## src/rtl/disparity_search_scheduler.sv

```systemverilog
// disparity_search_scheduler
// Time-shares one fully pipelined hamming_distance instance across all
// disparity candidates of a pixel, then does winner-take-all selection.
//
// Ports
//   clk, rst             rising-edge clock, async active-high reset
//   in_valid/in_ready    pixel request handshake
//   in_census_left       left census word
//   in_census_right      MAX_DISP packed right words, candidate d at [d*CW +: CW]
//   hd_census_left/right candidate operands to the Hamming pipeline
//   hd_valid             candidate strobe to the Hamming pipeline
//   hd_dist/hd_dist_valid cost returned by the Hamming pipeline (in order)
//   res_valid/res_ready  result handshake
//   res_disp, res_cost   winning disparity and its cost
//   res_unique           best cost beats the runner-up by at least UNIQ_MARGIN
//   stray_err            sticky; a cost arrived while no search was in flight
//
// Build option: define DISP_UNIQUENESS_CHECK_EN to track the second-best cost
// and drive res_unique from it; otherwise res_unique is tied to 1.
//
// state | meaning
// IDLE  | waiting for a pixel; in_ready high
// ISSUE | one candidate per cycle onto hd_*; costs may already be returning
// DRAIN | all candidates issued; waiting for the last cost
// DONE  | result held on res_*; waiting for res_ready

module disparity_search_scheduler #(
   parameter int CENSUS_WIDTH = 8,
   parameter int MAX_DISP     = 16,
   parameter int UNIQ_MARGIN  = 1,
   localparam int DIST_W = $clog2(CENSUS_WIDTH + 1),
   localparam int DISP_W = $clog2(MAX_DISP)
) (
   input  logic                             clk,
   input  logic                             rst,
   input  logic                             in_valid,
   output logic                             in_ready,
   input  logic [CENSUS_WIDTH-1:0]          in_census_left,
   input  logic [MAX_DISP*CENSUS_WIDTH-1:0] in_census_right,
   output logic [CENSUS_WIDTH-1:0]          hd_census_left,
   output logic [CENSUS_WIDTH-1:0]          hd_census_right,
   output logic                             hd_valid,
   input  logic [DIST_W-1:0]                hd_dist,
   input  logic                             hd_dist_valid,
   output logic                             res_valid,
   input  logic                             res_ready,
   output logic [DISP_W-1:0]                res_disp,
   output logic [DIST_W-1:0]                res_cost,
   output logic                             res_unique,
   output logic                             stray_err
);

   if (MAX_DISP < 2 || UNIQ_MARGIN < 0) begin : g_bad_param
      $error("disparity_search_scheduler: MAX_DISP must be >= 2 and UNIQ_MARGIN >= 0");
   end

   typedef enum logic [1:0] {S_IDLE, S_ISSUE, S_DRAIN, S_DONE} state_t;

   localparam logic [DISP_W-1:0] LAST = DISP_W'(MAX_DISP - 1);

   state_t                  state_q, state_d;
   logic [DISP_W-1:0]       issue_idx_q, issue_idx_d;
   logic [DISP_W-1:0]       ret_cnt_q, ret_cnt_d;
   logic [DIST_W-1:0]       best_cost_q, best_cost_d;
   logic [DISP_W-1:0]       best_disp_q, best_disp_d;
   logic [CENSUS_WIDTH-1:0] right_q [MAX_DISP];
   logic [CENSUS_WIDTH-1:0] right_d [MAX_DISP];
   logic                    hd_valid_q, hd_valid_d;
   logic [CENSUS_WIDTH-1:0] hd_left_q, hd_left_d;
   logic [CENSUS_WIDTH-1:0] hd_right_q, hd_right_d;
   logic                    stray_q, stray_d;
   logic                    ret_take;
`ifdef DISP_UNIQUENESS_CHECK_EN
   logic [DIST_W-1:0]       second_q, second_d;
   logic [DIST_W-1:0]       cost_gap;
`endif

   // Costs are only meaningful while a search is in flight; anything else is stray.
   assign ret_take = hd_dist_valid && (state_q == S_ISSUE || state_q == S_DRAIN);

   always_comb begin
      state_d     = state_q;
      issue_idx_d = issue_idx_q;
      ret_cnt_d   = ret_cnt_q;
      best_cost_d = best_cost_q;
      best_disp_d = best_disp_q;
      right_d     = right_q;
      hd_valid_d  = 1'b0;
      hd_left_d   = hd_left_q;
      hd_right_d  = hd_right_q;
      stray_d     = stray_q;
`ifdef DISP_UNIQUENESS_CHECK_EN
      second_d    = second_q;
`endif

      if (ret_take) begin
         // strict compare: on a tie the earlier (smaller) disparity survives
         if (hd_dist < best_cost_q) begin
            best_cost_d = hd_dist;
            best_disp_d = ret_cnt_q;
`ifdef DISP_UNIQUENESS_CHECK_EN
            second_d    = best_cost_q;
         end else if (hd_dist < second_q) begin
            second_d    = hd_dist;
`endif
         end
         ret_cnt_d = ret_cnt_q + 1'b1;
      end

      if (hd_dist_valid && !ret_take) begin
         stray_d = 1'b1;
      end

      case (state_q)
         S_IDLE: begin
            if (in_valid && in_ready) begin
               for (int d = 0; d < MAX_DISP; d++) begin
                  right_d[d] = in_census_right[d*CENSUS_WIDTH +: CENSUS_WIDTH];
               end
               issue_idx_d = '0;
               ret_cnt_d   = '0;
               best_cost_d = '1;
               best_disp_d = '0;
`ifdef DISP_UNIQUENESS_CHECK_EN
               second_d    = '1;
`endif
               // candidate 0 goes out in the cycle right after the accept
               hd_valid_d  = 1'b1;
               hd_left_d   = in_census_left;
               hd_right_d  = in_census_right[CENSUS_WIDTH-1:0];
               state_d     = S_ISSUE;
            end
         end
         S_ISSUE: begin
            // issue_idx_q is the candidate currently on the hd_* outputs
            if (issue_idx_q == LAST) begin
               state_d = S_DRAIN;
            end else begin
               hd_valid_d  = 1'b1;
               issue_idx_d = issue_idx_q + 1'b1;
               hd_right_d  = right_q[issue_idx_d];
            end
         end
         S_DRAIN: begin
            if (ret_take && ret_cnt_q == LAST) begin
               state_d = S_DONE;
            end
         end
         S_DONE: begin
            if (res_ready) begin
               state_d = S_IDLE;
            end
         end
         default: state_d = S_IDLE;
      endcase
   end

   always_ff @(posedge clk or posedge rst) begin
      if (rst) begin
         state_q     <= S_IDLE;
         issue_idx_q <= '0;
         ret_cnt_q   <= '0;
         best_cost_q <= '0;
         best_disp_q <= '0;
         for (int d = 0; d < MAX_DISP; d++) begin
            right_q[d] <= '0;
         end
         hd_valid_q  <= 1'b0;
         hd_left_q   <= '0;
         hd_right_q  <= '0;
         stray_q     <= 1'b0;
`ifdef DISP_UNIQUENESS_CHECK_EN
         second_q    <= '0;
`endif
      end else begin
         state_q     <= state_d;
         issue_idx_q <= issue_idx_d;
         ret_cnt_q   <= ret_cnt_d;
         best_cost_q <= best_cost_d;
         best_disp_q <= best_disp_d;
         right_q     <= right_d;
         hd_valid_q  <= hd_valid_d;
         hd_left_q   <= hd_left_d;
         hd_right_q  <= hd_right_d;
         stray_q     <= stray_d;
`ifdef DISP_UNIQUENESS_CHECK_EN
         second_q    <= second_d;
`endif
      end
   end

   // gated with rst so in_ready stays low for the whole reset pulse
   assign in_ready        = (state_q == S_IDLE) && !rst;
   assign hd_valid        = hd_valid_q;
   assign hd_census_left  = hd_left_q;
   assign hd_census_right = hd_right_q;
   assign res_valid       = (state_q == S_DONE);
   assign res_disp        = best_disp_q;
   assign res_cost        = best_cost_q;
   assign stray_err       = stray_q;

`ifdef DISP_UNIQUENESS_CHECK_EN
   // second_best >= best_cost always holds, so the gap never underflows
   assign cost_gap   = second_q - best_cost_q;
   assign res_unique = res_valid && (int'(cost_gap) >= UNIQ_MARGIN);
`else
   assign res_unique = 1'b1;
`endif

endmodule

```

## config.mk

```make
export PLATFORM = sky130hd
export DESIGN_NAME = disparity_search_scheduler
export DESIGN_NICKNAME = d
export VERILOG_FILES = /design/src/rtl/disparity_search_scheduler.sv
export SDC_FILE = /design/constraint.sdc
export NUM_CORES = 1
export LEC_CHECK = 0
export ABC_AREA = 0
export BUFFER_PORTS_ARGS = -buffer_cell sky130_fd_sc_hd__buf_2
export CORE_UTILIZATION = 35
export DETAILED_ROUTE_END_ITERATION = 10
export SETUP_SLACK_MARGIN = 0.15
export SYNTH_ARGS = -nofsm -noshare
export SYNTH_HDL_FRONTEND = slang
export SYNTH_SLANG_ARGS = --single-unit
export TNS_END_PERCENT = 10
```

## constraint.sdc

```tcl
create_clock -name clk -period 15.51 [get_ports clk]
set_clock_uncertainty 0.2 [all_clocks]
set_input_delay 1.551 -clock clk [delete_from_list [all_inputs] [get_ports clk]]
set_output_delay 1.551 -clock clk [all_outputs]
set_load 0.005 [all_outputs]
```

-- Word-level counts from Yosys, hierarchy flattened
Cells that the tools add are included.
Widths: inputs -> output; s select.
- register bits after elaboration: 164
- word-level logic and storage cells: 81
- input bits: 145
- output and inout bits: 29
- add/subtract/negate cells: 2
- equality and inequality tests: 10
- $lt $le $gt $ge: 2
- reductions and logical operators: 13
- multiplexer cells: 28
- bitwise gates (word level): 1
- operator list (operator ; number):
    $mux 4 ; 13
    $bmux 8 s4 ; 1
    $mux 8 ; 4
    $pmux 8 s2 ; 1
    $add 4x1->4 const B ; 2
    $eq 4x4->1 const B ; 2
    $mux 2 ; 4
    $pmux 2 s4 ; 1
    $pmux 4 s2 ; 1
    $ne 2x1->1 const B ; 3
    $ge 5x5->1 const B ; 1
    $logic_and 1x1->1 ; 5
    $not 4->5 ; 1
    $eq 2x2->1 const B ; 2
    $lt 4x4->1 ; 1
    $ne 2x2->1 const B ; 2
    $reduce_and 4->1 ; 1
    $reduce_and 3->1 ; 1
    $eq 2x1->1 const B ; 1
    $logic_not 1->1 ; 2
    $logic_not 2->1 ; 1
    $mux 1 ; 2
    $pmux 1 s2 ; 1
    $reduce_and 2->1 ; 1
    2 further kinds ; 2

-- Longest topological paths before layout
- depth in word-level cells: 7
- gate-level depth with buffers: 8
- mapped depth without buffers: 8

-- Least setup slack after synthesis
Ideal clock, no wire load.
- path type: input -> register
- start point: input port rst
- end point: register right_q[54] in the netlist's numbering
- cell stages on the path: 6
- data arrival time: 6.597 ns
- path buffers: 2
- library setup time: 0.117 ns
- path slack: 8.596 ns
- data required time: 15.193 ns
- path through: inv_1 > nand3_1 > clkbuf_1 > buf_1 > nand2_1 > nand2_1
- longest elaborated chain between the ends: 4
- ends and longest elaborated chain (item ; RTL line ; RTL):
    from (decl) ; 35 ; input logic rst,
    $logic_not 1->1 ; 193 ; assign in_ready = (state_q == S_IDLE) && !rst;
    $logic_and 1x1->1 ; 193 ;
    $logic_and 1x1->1 ; 116 ; if (in_valid && in_ready) begin
    $reduce_and 2->1 (no line) ; -- ;
    to (signal assigned) ; 181 ; right_q <= right_d;
    to (decl) ; 66 ; logic [CENSUS_WIDTH-1:0] right_q [MAX_DISP];
Every way passes these cells.
A chain may end at the register's enable or synchronous reset.

-- Worst setup path in the final report
- start point: input port rst
- end point: register right_q[56] in the netlist's numbering
Same word-level chain as after synthesis.

==> summary.txt <==
Timing
  • Worst relative slew slack: a little under a third
  • Tmin final: a little under 4 ns
  • Worst slew pin tran: around 1.0 ns
  • Setup TNS Final: 0 ns
  • Crit share post-route: around 26%
  • Max Slew Vio Count: 0
  • Setup violators final: 0
  • Final Hold Slack: around 0.26 ns
  • Max frequency: approximately 250 MHz
  • RSZ-0062 raised after global routing: no
  • Hold Fails Final Rpt: 0

Die
  • Cell Rows: 53
  • Initial cell density of the core: 35.99%
  • Die area: 22350 µm²
  • Die W: 149.5 µm
  • Num ports: ~170
  • Die Ht: about 150 µm
  • Core area: 21150 µm²

Critical path
  • Top delay family on crit path: buffers and inverters
  • Critical path depth: 6
  • Arrival time worst endpoint: slightly above 4 ns
  • Critical Path Most Common Cell: nand2_1
  • Nature of the critical path startpoint: input pin
  • Critical Path RT: 15.67 ns
  • Critical Path End Type: flip-flop
  • Path depth of the worst reg2reg path: 7
  • Largest stage delay, worst path: 0.77 ns
  • Crit path cell chain: buf_2 -> inv_6 -> and3_4 -> buf_4 -> nand2_1 -> nand2_1
  • Crit path kind: in2reg
  • CP bufs+invs: 3
  • Crit path max fanout: approximately 100
  • CP max stage cell: buf_4

Global route
  • Total grt overflow: 0
  • Gr usage total: between 10% and 20%
  • Initial antenna violation count: 0
  • First-pass GRT wire length: 29630 µm
  • Pin count of the biggest net entering global routing: 105
  • Vias in the first global route: 5693

Yosys
  • Simple-gate share of the synthesized area: about 23%
  • Adder-Cell Fraction of Synth Area: 1.643%
  • Seq/Total Area, Yosys: 53.90%
  • Post-synthesis cell count: a little under 800
  • Largest family of logic cells by synthesized area: simple AND/OR/NAND/NOR gates
  • Unique masters post-synth: 37
  • Mux cell area share after synthesis: 14.40%
  • Yosys Warn Count: 0
  • Syn avg cell area: 9.674 µm²
  • #FFs+latches synth: 164
  • Netlist Area Pre-Place: 7614 µm²
  • Complex-gate fraction of the synthesized area: under 10%
  • Synth Net Count: 942
  • Xor/xnor share of the synthesized area: 0.9203%

Routing
  • 1st-iter DRT viols: around 260
  • Overall routed net length: approximately 18000 µm
  • First-pass DRT Iterations: 4
  • Via density: 4.677
  • Vias post-DR: 5725
  • DRT antenna net count: 0
  • Drt drc: 0
  • Post-DR wirelength/cell: roughly 15 µm

Placed design
  • Routability cong.: 0.7513
  • DP Wirelength: 12450 µm
  • Port bufs: 172

Power and ir drop
  • VDD IR max: 0.00008388 V
  • Clock network power share: 22.2%
  • Leak: around 4.9 nW
  • Sw Share: 35.08%
  • Combinational share of power: about 38%
  • Final Total Pwr: 0.001823 W
  • P per Cell Area: 197.6 nW/µm²
  • Net Switching: 0.0006396 W
  • Int Power: 0.001183 W
  • Sequential share of power: 39.9%

Clock network
  • Worst-path clk slew: 0.06 ns
  • Clock root cell: clkbuf_16
  • Post-CTS Setup Inserts: 0
  • Clock Latency Late Sink: 0.42 ns
  • Clock buffer depth: 2
  • CTS Sinks: 164
  • CTS Buf Count: 17
  • H-tree Lvls: 4
  • CTS tree: yes
  • Cts hold-fix bufs: 0
  • CTS resizes: 0

Final layout
  • Filler cells: approximately 2100
  • Share of layout cells above drive strength 1: 25.18%
  • Area growth from synthesis to layout: 21.20%
  • Multi-input logic area: 3266 µm²
  • Diode count: 0
  • Register area: 4105 µm²
  • Fin nets: around 1100

Run
  • Max-cap check violation count: 0

Status
  • Status: complete, no violations

Min path
  • HP Class: reg2reg
  • WHS Path Cells: 1
==> final timing paths <==
kind	from	slack, ns	end
worst max register to register	state_q[1]$_DFFE_PP0P_	12.39	hd_census_right[0]$_DFFE_PP0P_
worst min-delay path	stray_err$_DFFE_PP0P_	0.26	stray_err$_DFFE_PP0P_
max in group asynchronous	rst	12.61	right_q[62]$_DFFE_PP0P_
worst min register to register	stray_err$_DFFE_PP0P_	0.26	stray_err$_DFFE_PP0P_
min in group asynchronous	rst	1.13	hd_census_right[5]$_DFFE_PP0P_
worst max-delay path	rst	11.53	right_q[56]$_DFFE_PP0P_
==> power groups by stage <==
| stage | Combinational, W | Clock [W] | Sequential [W] |
|---|---|---|---|
| finish | 0.000691 | 0.000405 | 0.000727 |
| global route | 0.000779 | 0.000435 | 0.000751 |
| CTS | 0.000713 | 0.000417 | 0.000728 |
| detailed placement | 0.000710 | 0 | 0.000734 |
| global placement | 0.000695 | 0 | 0.000728 |
| floorplan | 0.000519 | 0 | 0.000707 |
==> registers in the layout, summed over array words and instances (netlist names) <==
name	count
right_q	128
hd_census_left	8
hd_census_right	8
issue_idx_q	4
res_cost	4
res_disp	4
ret_cnt_q	4
state_q	2
hd_valid	1
stray_err	1
==> final cells by class <==
| cell class | instances | share of cell area (%) |
|---|---|---|
| sequential | 164 | 44.49 |
| multi-input combinational | 564 | 35.39 |
| inverter | 13 | 0.5831 |
| clock buffer | 25 | 5.369 |
| clock inverter | 7 | 0.7864 |
| tap | 275 | 3.729 |
| timing repair buffer | 176 | 9.654 |
==> cell families after synthesis <==
logic type | Yosys count
xor+xnor | 5
buf+inv | 59
fa+ha+maj | 10
flops | 164
simple gates | 448
compound gates | 34
mux | 66
other cells | 1
==> cell usage after synthesis (all sizes together) <==
master / number / area share, %
a211oi: 2 / 0.36
a21boi: 1 / 0.099
a21o: 3 / 0.30
a21oi: 12 / 0.79
a22oi: 1 / 0.099
a311oi: 1 / 0.12
and3: 3 / 0.25
buf: 10 / 1.1
clkbuf: 36 / 1.8
conb: 1 / 0.049
dfrtp: 164 / 54
ha: 10 / 1.6
inv: 13 / 0.64
mux2: 1 / 0.15
mux2i: 33 / 4.3
mux4: 32 / 9.9
nand2: 418 / 21
nand2b: 3 / 0.25
nand3: 5 / 0.49
nand3b: 1 / 0.099
nand4: 1 / 0.082
nor2: 16 / 0.79
nor2b: 1 / 0.082
o2111ai: 1 / 0.20
o211ai: 3 / 0.30
o21ai: 9 / 0.59
o22ai: 1 / 0.082
xnor2: 1 / 0.36
xor2: 4 / 0.56
==> through the flow <==
step	setup WS (ns)	instance area [µm²]	utilization (%)	std cells
after global routing	11.18	9228	43.62	1224
after global placement	10.91	8660	40.94	1192
after detailed placement	10.93	8660	40.94	1192
after CTS	11.38	9228	43.62	1224
after floorplan	8.596	7614	-	787
final	11.53	9228	43.62	1224
==> placed cells by master (no fill, tap or decap), types with 2 or more instances in the layout <==
cell type / count
nand3_1: 3
o211ai_1: 3
inv_1: 12
clkinv_2: 2
clkinv_4: 2
dfrtp_1: 163
nand2_1: 418
o21ai_0: 9
xor2_1: 3
a21o_1: 3
ha_1: 9
mux4_2: 23
nor2_1: 16
clkbuf_16: 17
a21oi_1: 12
mux2i_1: 33
clkinvlp_4: 2
nand3_4: 2
buf_2: 172
nand2b_1: 3
clkbuf_1: 4
clkbuf_8: 4
mux4_1: 9
buf_4: 4
and3_1: 2
==> metal layers <==
layer / part of all wire, % / wire, µm / track usage (%) / vias up
li1: - / - / - / 2834
met1: 48 / 8716 / 24.01 / 2736
met2: 47 / 8691 / 28.19 / 140
met3: 4.2 / 775 / 3.720 / 15
met4: 0.88 / 161 / 4.133 / 0
met5: 0 / 0 / 0 / -
==> worst reg2reg max path, stage by stage, from the launching register on <==
cell      delay, ns
dfrtp_1        0.40
inv_1          0.13
ha_1           0.71
nand2_1        0.22
a21boi_2       0.87
o21ai_0        0.20
a21oi_1        0.17
o22ai_1        0.10
Note: power is estimated with default switching activity, not from simulation.
